File: config.mk
export PLATFORM = sky130hd
export DESIGN_NAME = prog_loader
export DESIGN_NICKNAME = d
export VERILOG_FILES = /design/src/rtl/prog_loader.sv
export SDC_FILE = /design/constraint.sdc
export NUM_CORES = 1
export LEC_CHECK = 0
export BUFFER_PORTS_ARGS = -buffer_cell sky130_fd_sc_hd__buf_4
export CELL_PAD_IN_SITES_DETAIL_PLACEMENT = 0
export CELL_PAD_IN_SITES_GLOBAL_PLACEMENT = 1
export CORE_ASPECT_RATIO = 1.2
export CORE_MARGIN = 2
export CORE_UTILIZATION = 38
export CTS_BUF_LIST = sky130_fd_sc_hd__clkbuf_2
export DETAILED_ROUTE_END_ITERATION = 7
export PLACE_DENSITY_LB_ADDON = 0.25
export SLEW_MARGIN = 10
export SYNTH_ARGS = -nofsm -noshare
export SYNTH_HDL_FRONTEND = slang
export SYNTH_SLANG_ARGS = --single-unit
File: constraint.sdc
create_clock -name clk -period 2.1 [get_ports clk]
set_input_delay 0.315 -clock clk [delete_from_list [all_inputs] [get_ports clk]]
set_output_delay 0.315 -clock clk [all_outputs]
set_load 0.03 [all_outputs]
File: src/rtl/prog_loader.sv
// prog_loader: turns a length-prefixed byte stream into 16-bit words (high byte first) written to CPU memory; holds the CPU in reset until loaded.
// Latency: one word per 3 cycles at best (two byte cycles + one write cycle); done rises the cycle after the last write, cpu_reset falls one cycle later.
// Backpressure: in_ready is low during the write cycle and outside loading; in_valid low stalls forever. Optional trailing XOR checksum byte: PROG_LOADER_CHECKSUM_EN.
module prog_loader #(
    parameter int ADDR_WIDTH = 8,
    parameter int BASE_ADDR  = 0
) (
    input  logic                  clk,
    input  logic                  reset,
    input  logic                  start,
    input  logic                  in_valid,
    input  logic [7:0]            in_data,
    output logic                  in_ready,
    output logic                  mem_we,
    output logic [ADDR_WIDTH-1:0] mem_addr,
    output logic [15:0]           mem_wdata,
    output logic                  cpu_reset,
    output logic                  busy,
    output logic                  done,
    output logic                  error,
    output logic [ADDR_WIDTH:0]   words_loaded
);

    // Number of words that fit between BASE_ADDR and the top of memory.
    localparam int unsigned           DEPTH     = 1 << ADDR_WIDTH;
    localparam logic [16:0]           MAX_WORDS = 17'(DEPTH - BASE_ADDR);
    localparam logic [ADDR_WIDTH-1:0] BASE      = ADDR_WIDTH'(BASE_ADDR);
    localparam logic [ADDR_WIDTH:0]   ONE_WORD  = {{ADDR_WIDTH{1'b0}}, 1'b1};

    typedef enum logic [3:0] {
        S_IDLE,
        S_LEN_HI,
        S_LEN_LO,
        S_DATA_HI,
        S_DATA_LO,
        S_WRITE,
        S_DONE,
        S_ERROR
`ifdef PROG_LOADER_CHECKSUM_EN
        , S_CSUM
`endif
    } state_t;

    // Where the load goes once every word is in (or straight after a zero length).
`ifdef PROG_LOADER_CHECKSUM_EN
    localparam state_t S_AFTER_LAST = S_CSUM;
`else
    localparam state_t S_AFTER_LAST = S_DONE;
`endif

    state_t      state_q;
    state_t      state_d;
    logic [15:0] len_q;
    logic [7:0]  byte_hi_q;
    logic        xfer;
    logic        start_load;
    logic [16:0] len_in;
    logic        last_word;
`ifdef PROG_LOADER_CHECKSUM_EN
    logic [7:0]  csum_q;
`endif

    // A byte moves whenever both sides agree; start only counts when not already loading.
    assign xfer       = in_valid && in_ready;
    assign start_load = start && ((state_q == S_IDLE) || (state_q == S_DONE) || (state_q == S_ERROR));

    // Full length as it completes in LEN_LO, widened so the bound check cannot wrap.
    assign len_in     = {1'b0, len_q[15:8], in_data};

    // The word being written in WRITE is the last one of the image.
    assign last_word  = (17'(words_loaded) + 17'd1) == {1'b0, len_q};

    // State register.
    always_ff @(posedge clk) begin
        if (reset) begin
            state_q <= S_IDLE;
        end else begin
            state_q <= state_d;
        end
    end

    // Next-state decision: byte states advance on a transfer, WRITE always lasts one cycle.
    always_comb begin
        state_d = state_q;
        case (state_q)
            S_IDLE, S_DONE, S_ERROR: begin
                if (start) begin
                    state_d = S_LEN_HI;
                end
            end
            S_LEN_HI: begin
                if (xfer) begin
                    state_d = S_LEN_LO;
                end
            end
            S_LEN_LO: begin
                if (xfer) begin
                    if (len_in > MAX_WORDS) begin
                        state_d = S_ERROR;
                    end else if (len_in == 17'd0) begin
                        state_d = S_AFTER_LAST;
                    end else begin
                        state_d = S_DATA_HI;
                    end
                end
            end
            S_DATA_HI: begin
                if (xfer) begin
                    state_d = S_DATA_LO;
                end
            end
            S_DATA_LO: begin
                if (xfer) begin
                    state_d = S_WRITE;
                end
            end
            S_WRITE: begin
                state_d = last_word ? S_AFTER_LAST : S_DATA_HI;
            end
`ifdef PROG_LOADER_CHECKSUM_EN
            S_CSUM: begin
                if (xfer) begin
                    state_d = (in_data == csum_q) ? S_DONE : S_ERROR;
                end
            end
`endif
            default: begin
                state_d = S_IDLE;
            end
        endcase
    end

    // Outputs decoded from the registered state.
    always_comb begin
        in_ready = 1'b0;
        mem_we   = 1'b0;
        busy     = 1'b0;
        done     = 1'b0;
        error    = 1'b0;
        case (state_q)
            S_LEN_HI, S_LEN_LO, S_DATA_HI, S_DATA_LO: begin
                in_ready = 1'b1;
                busy     = 1'b1;
            end
            S_WRITE: begin
                mem_we = 1'b1;
                busy   = 1'b1;
            end
`ifdef PROG_LOADER_CHECKSUM_EN
            S_CSUM: begin
                in_ready = 1'b1;
                busy     = 1'b1;
            end
`endif
            S_DONE: begin
                done = 1'b1;
            end
            S_ERROR: begin
                error = 1'b1;
            end
            default: begin
                in_ready = 1'b0;
            end
        endcase
    end

    // Capture the length, high byte first.
    always_ff @(posedge clk) begin
        if (reset) begin
            len_q <= 16'h0000;
        end else if (xfer && (state_q == S_LEN_HI)) begin
            len_q[15:8] <= in_data;
        end else if (xfer && (state_q == S_LEN_LO)) begin
            len_q[7:0] <= in_data;
        end
    end

    // Hold the high data byte until its partner arrives.
    always_ff @(posedge clk) begin
        if (reset) begin
            byte_hi_q <= 8'h00;
        end else if (xfer && (state_q == S_DATA_HI)) begin
            byte_hi_q <= in_data;
        end
    end

    // Load the write port as the low byte lands so it is ready in WRITE; it then holds.
    always_ff @(posedge clk) begin
        if (reset) begin
            mem_addr  <= '0;
            mem_wdata <= 16'h0000;
        end else if (xfer && (state_q == S_DATA_LO)) begin
            mem_addr  <= BASE + words_loaded[ADDR_WIDTH-1:0];
            mem_wdata <= {byte_hi_q, in_data};
        end
    end

    // Words written so far in this load; also the index of the next word.
    always_ff @(posedge clk) begin
        if (reset) begin
            words_loaded <= '0;
        end else if (start_load) begin
            words_loaded <= '0;
        end else if (state_q == S_WRITE) begin
            words_loaded <= words_loaded + ONE_WORD;
        end
    end

    // Release the CPU only after a full cycle in DONE; any new start grabs it back at once.
    always_ff @(posedge clk) begin
        if (reset) begin
            cpu_reset <= 1'b1;
        end else begin
            cpu_reset <= !((state_q == S_DONE) && (state_d == S_DONE));
        end
    end

`ifdef PROG_LOADER_CHECKSUM_EN
    // Running XOR over data bytes only; the length prefix is not covered.
    always_ff @(posedge clk) begin
        if (reset) begin
            csum_q <= 8'h00;
        end else if (start_load) begin
            csum_q <= 8'h00;
        end else if (xfer && ((state_q == S_DATA_HI) || (state_q == S_DATA_LO))) begin
            csum_q <= csum_q ^ in_data;
        end
    end
`endif

endmodule
==> results.tsv, run 1 <==
metric	value	unit
h-tree-depth	3	
seqPwrFrac	52.7	%
yosysSeqAreaShare	44.2	%
vias_per_cell	5.18	
cts_root_buf	clkbuf_2	
drc	0	
setup_viol	0	
row_count	34	
dp_hpwl	5160	um
numCtsBuffers	9	
cap_violations	0	
ant_nets	0	
grt_use_total	19.0	%
worstSetupStartpointType	register	
drt_first_pass_iters	6	
synth_edf_count	0	
synth_ff_type	dfxtp_1	
synth_top_area_cell	dfxtp_1	
drive_gt1_share	25.0	%
powerDensity	646	nW/um2
die_y	98.2	um
worstPathMaxFanout	5	
r2r_start	words_loaded[0]	
clkSinkCount	62	
nets	408	
synth_top_area_share	44.2	%
leakage	1.37	nW
slew_headroom	61.3	%
post_drt_wl_per_cell	14.6	um
initial_core_util	39.1	%
yosys-top-cells-area	dfxtp_1 (44%), nand2_1 (9.5%), a21oi_1 (6.1%)	
drtIter0Drc	82	
grt_max_degree	52	
cp.arrival	2.43	ns
syn-mean-instance-area	8.28	um2
post-route-period-util	96.3	%
synth.net_count	352	
p_comb_share	4.3	%
max_freq	0.495	GHz
clockBufferDepth	2	
io_pins	51	
gp_congestion	0.854	
io_buffers	50	
switching_share	23.5	%
cts_tree	built	
internal_power	1.72	mW
worstSkewPairLatency	0.52	ns
antennaDiodeCount	0	
cp.required	2.51	ns
crit_start	words_loaded[0]	
final_cells	490	
syn2layout_area_growth	24.1	%
dpl.cell_count	473	
drt_wl_total	7140	um
maxSlewViolCount	0	
grt_first_pass_wirelength	11500	um
worst_pin_slew	0.579	ns
hold_path.class	input port to register	
antenna_found_initial	0	
hold_violations	0	
clock_power_share	43.0	%
synthArstFlopShare	0	%
num_vias	2540	
die_w	82.5	um
ys_ff_latch	62	
synthCells	339	
p_switching	0.528	mW
clk_pin_slew_worst_paths	0.19	ns
finalSetupTns	0	ns
dieArea	8090	um2
fin_skew	0.0299	ns
ir_drop	0.000368	V
yosys.cell_types.count	48	
cts.hold.buffers_added	0	
overflow	0	
reg2reg_to	state_q[2]	
rsz0062_at_grt	false	
worstRegToRegCells	6	
total_power	2.25	mW
rrSetupSlack	0.08	ns
critical_path_class	register to register	
endpoint_kind	register	
yosysWarnings	0	
crit_path_end	state_q[2]	
synthesis.area	2810	um2
grt_pass1_vias	2377	
fin_crit	2.02	ns
coreArea	7190	um2
status	completed	
-- cells by family (layout without fill, tap and decap cells) --
logic type	Yosys count	in the layout	share of synthesized area, %
xor+xnor	17	17	5.30
flops	62	62	44.2
other cells	1	1	0.134
compound gates	59	59	12.7
buf+inv	28	89	5.66
simple gates	154	154	25.5
mux	17	17	6.06
fa+ha+maj	1	1	0.446
-- synth_stat cells, types with 2 or more instances --
cell and instances:
a21oi_1 34, nor3b_1 2, mux2i_1 17, buf_2 2, or2_2 2, nand2_1 71, clkbuf_1 13, a21boi_0 3
nor3_1 6, nor2_1 31, or4_1 4, xor2_1 4, nand4_1 3, and3_1 4, nor2b_1 4, nand3b_1 2
nor4_1 4, inv_1 3, a32o_1 2, buf_6 5, o21ai_0 8, buf_4 2, o211ai_1 2, nand3_1 14
dfxtp_1 62, xnor2_1 13
-- worst min path at each step --
stage,start,to,slack (ns),cells past startpoint
detailed placement,mem_addr[5],mem_addr[5],0.45,2
global placement,mem_addr[5],mem_addr[5],0.44,2
CTS,in_data[5],mem_wdata[5],0.04,3
global route,in_data[0],byte_hi_q[0],0.03,3
floorplan,byte_hi_q[2],mem_wdata[10],0.43,2
finish,in_data[0],byte_hi_q[0],0.07,3
-- timing repair --
| item | in CTS | in global routing |
|---|---|---|
| buffers inserted | 1 | 0 |
| hold endpoints to repair | 0 | 0 |
| cloned | 0 | 0 |
| endpoints found under the setup margin | 2 | 5 |
| resized for setup | 1 | 5 |
| pin swaps | 0 | 0 |
-- registers in the layout, summed over array words and instances, names as in the netlist --
register and cells:
len_q 16, mem_addr 8, mem_wdata 16, state_q 4, words_loaded 9, cpu_reset 1, byte_hi_q 8
-- metal layers --
metal  GRT usage, %  vias up  wire (um)
met5              0        -          0
met4           9.87        0        199
met3           5.18       15        358
met2           29.8       65       3470
met1           23.2     1194       3110
li1               -     1266          -
-- through the flow --
stage	hold WS, ns	utilization [%]	area [um2]	setup slack, ns
floorplan	0.432	-	2830	0.00288
global placement	0.443	46.0	3300	0.118
detailed placement	0.448	46.0	3300	0.0401
CTS	0.0438	48.3	3470	0.0124
global route	0.0296	48.5	3480	0.0188
finish	0.0669	48.5	3480	0.0779
-- worst max-delay path: stages, from the launching register on --
cell and delay, ns:
dfxtp_4 0.40, ha_4 0.17, nand3_4 0.08, a2111o_1 0.39
a32o_1 0.27, or4_1 0.49, o32ai_1 0.14
-- final cells by class --
class	count	area, um2
clock inverters	7	113
multi-input cells	249	1430
fillers	730	3710
well taps	90	113
flip-flops and latches	62	1250
inverters	4	16.3
repair buffers	69	518
clock buffers	9	45.0
-- power by group through the flow --
stage	clock [mW]	combinational [mW]	sequential, mW
global placement	0	0.0954	1.21
finish	0.967	0.0964	1.19
detailed placement	0	0.0956	1.21
CTS	0.994	0.0957	1.19
floorplan	0	0.0534	1.21
global route	1.04	0.105	1.19
-- cells in the final DEF (no fill, tap or decap), types with 4 or more instances in the layout --
master / Yosys / layout
a21oi_1: 34 / 34
and3_1: 4 / 4
buf_4: 2 / 69
clkbuf_2: 1 / 9
clkinv_2: 0 / 4
dfxtp_1: 62 / 59
mux2i_1: 17 / 17
nand2_1: 71 / 70
nand3_1: 14 / 14
nor2_1: 31 / 30
nor2b_1: 4 / 4
nor3_1: 6 / 6
nor4_1: 4 / 4
o21ai_0: 8 / 8
or4_1: 4 / 4
xnor2_1: 13 / 13
xor2_1: 4 / 4
(Power assumes the default switching activity.)
==> run 2: changes to the inputs <==
--- a/config.mk
+++ b/config.mk
@@ -10,7 +10,7 @@
 export CELL_PAD_IN_SITES_GLOBAL_PLACEMENT = 1
 export CORE_ASPECT_RATIO = 1.2
 export CORE_MARGIN = 2
-export CORE_UTILIZATION = 38
+export CORE_UTILIZATION = 43
 export CTS_BUF_LIST = sky130_fd_sc_hd__clkbuf_2
 export DETAILED_ROUTE_END_ITERATION = 7
 export PLACE_DENSITY_LB_ADDON = 0.25
==> constraint.sdc (replaced) <==
create_clock -name clk -period 2.41 [get_ports clk]
set_input_delay 0.3615 -clock clk [delete_from_list [all_inputs] [get_ports clk]]
set_output_delay 0.3615 -clock clk [all_outputs]
set_load 0.03 [all_outputs]
==> run 2 against run 1 <==
Clock-buffer cell count stayed put; die area shrank 11%; sequential cell count unchanged; hold slack gained 0.049 ns; global-route usage increased by 1.4 points; cell area is 3.8% lower; clock skew shrank 0.012 ns; combinational power is 16% lower; largest cell class unchanged; highest routed layer unchanged.
==> results.tsv, run 2 (synthesized netlist as in run 1, its figures left out) <==
metric	value	unit	change
die_w	77.8	um	-5.7%
h-tree-depth	3		unchanged
drt_wl_total	6800	um	-4.7%
finalSetupTns	0	ns	unchanged
coreArea	6370	um2	-11%
io_buffers	50		unchanged
finalWorstSetupSlack	0.155	ns	+0.0769 ns
drive_gt1_share	21.6	%	-3.4 points
ir_drop	0.000334	V	-9.3%
die_y	92.5	um	-5.8%
row_count	32		-5.9%
hold_violations	0		unchanged
numCtsBuffers	9		unchanged
drc	0		unchanged
cp.arrival	1.89	ns	-0.54 ns
worstRegToRegCells	6		unchanged
cap_violations	0		unchanged
hold-path-cell-count	3		unchanged
drt_first_pass_iters	4		-2
rsz0062_at_grt	false		
final_common_cell	nand2_1		
initial_core_util	44.1	%	+5.1 points
num_vias	2461		-3.1%
worstPathMaxFanout	11		+6
ant_nets	0		unchanged
post-route-period-util	93.6	%	
worstSkewPairLatency	0.49	ns	-0.03 ns
largestRegisters	len_q (16), mem_wdata (16), words_loaded (9)		
clk_pin_slew_worst_paths	0.20	ns	about the same
vias_per_cell	5.20		+0.37%
hold_path.class	input port to register		
grt_first_pass_wirelength	11600	um	+0.36%
drtIter0Drc	135		+65%
nets	396		-2.9%
rrSetupSlack	0.25	ns	+0.17 ns
max_freq	0.443	GHz	
io_pins	51		unchanged
cts.hold.buffers_added	0		unchanged
fin_skew	0.0174	ns	-0.0124 ns
worstSetupStartpointType	register		
powerDensity	562	nW/um2	-13%
slew_headroom	64.5	%	+3.2 points
dieArea	7190	um2	-11%
endpoint_kind	output port		
post_drt_wl_per_cell	14.4	um	-1.3%
final_cell_mix	nand2_1 (71), dfxtp_1 (60), buf_4 (57), a21oi_1 (34), nor2_1 (31)		
antennaDiodeCount	0		unchanged
dp_hpwl	4780	um	-7.3%
cts_tree	built		
clkSinkCount	62		unchanged
fin_crit	2.26	ns	
total_power	1.88	mW	-16%
status	completed		
cts_root_buf	clkbuf_2		
grt_pass1_vias	2386		+0.38%
grt_use_total	20.4	%	+1.4 points
setup_viol	0		unchanged
antenna_found_initial	0		unchanged
overflow	0		unchanged
maxSlewViolCount	0		unchanged
leakage	1.29	nW	-5.9%
critical_path_class	register to output port		
syn2layout_area_growth	19.3	%	
cp.required	2.05	ns	-0.46 ns
grt_max_degree	52		unchanged
num-fill-cells	639		-12%
place_worst_setup_slack	0.278	ns	+0.238 ns
gp_congestion	0.809		-5.3%
worst_pin_slew	0.532	ns	-0.0464 ns
clockBufferDepth	2		unchanged
## run 2: changes by cell type in the layout (fill, tap and decap cells not counted), sizes merged
cell	change
buf	-12
bufinv	-1
clkinvlp	+1
## run 2: worst max-delay path, stage by stage (launching register included)
cell	delay [ns]
dfxtp_2	0.47
nor2b_2	0.28
nand2_1	0.25
clkinvlp_4	0.22
buf_4	0.18
## run 2: worst paths after layout
path,from,end
worst max-delay path,state_q[2],mem_we
worst min-delay path,in_data[2],mem_wdata[2]
worst max register to register,words_loaded[0],state_q[2]
worst min register to register,byte_hi_q[3],mem_wdata[11]
## run 2: per-layer routing
metal  routed length, um  share of wire [%]  track usage [%]
met1                2980                 44             25.2
met2                3530                 52             34.7
met3                 237                3.5             3.31
met4                  50               0.73             8.93
met5                   0                  0                0
## run 2: power breakdown
part	switching, mW	internal, mW	leakage, nW
combinational	0.0524	0.0287	0.710
clock	0.419	0.347	0.0821
sequential	0.00456	1.03	0.501
## run 2: metrics by stage
step	hold slack [ns]	instances	utilization (%)	cell area, um2
floorplan	0.432	339	-	2810
global placement	0.443	457	50.2	3200
detailed placement	0.448	457	50.2	3200
CTS	0.0556	473	52.5	3340
global route	0.0940	473	52.6	3350
finish	0.116	473	52.6	3350
## run 2: layout make-up
class / count / area (um2) / area share [%]
Timing Repair Buffer: 57 / 428 / 12.8
Multi-Input combinational cell: 249 / 1410 / 42.1
Clock inverter: 7 / 98.8 / 2.95
Inverter: 4 / 18.8 / 0.560
Clock buffer: 9 / 45.0 / 1.34
Sequential cell: 62 / 1240 / 37.1
Tap cell: 85 / 106 / 3.17
## run 2: what timing repair did
action                     in CTS  in global routing
buffers inserted                0                  0
resized for setup               1                  3
setup endpoints to repair       1                  1
cloned                          0                  0
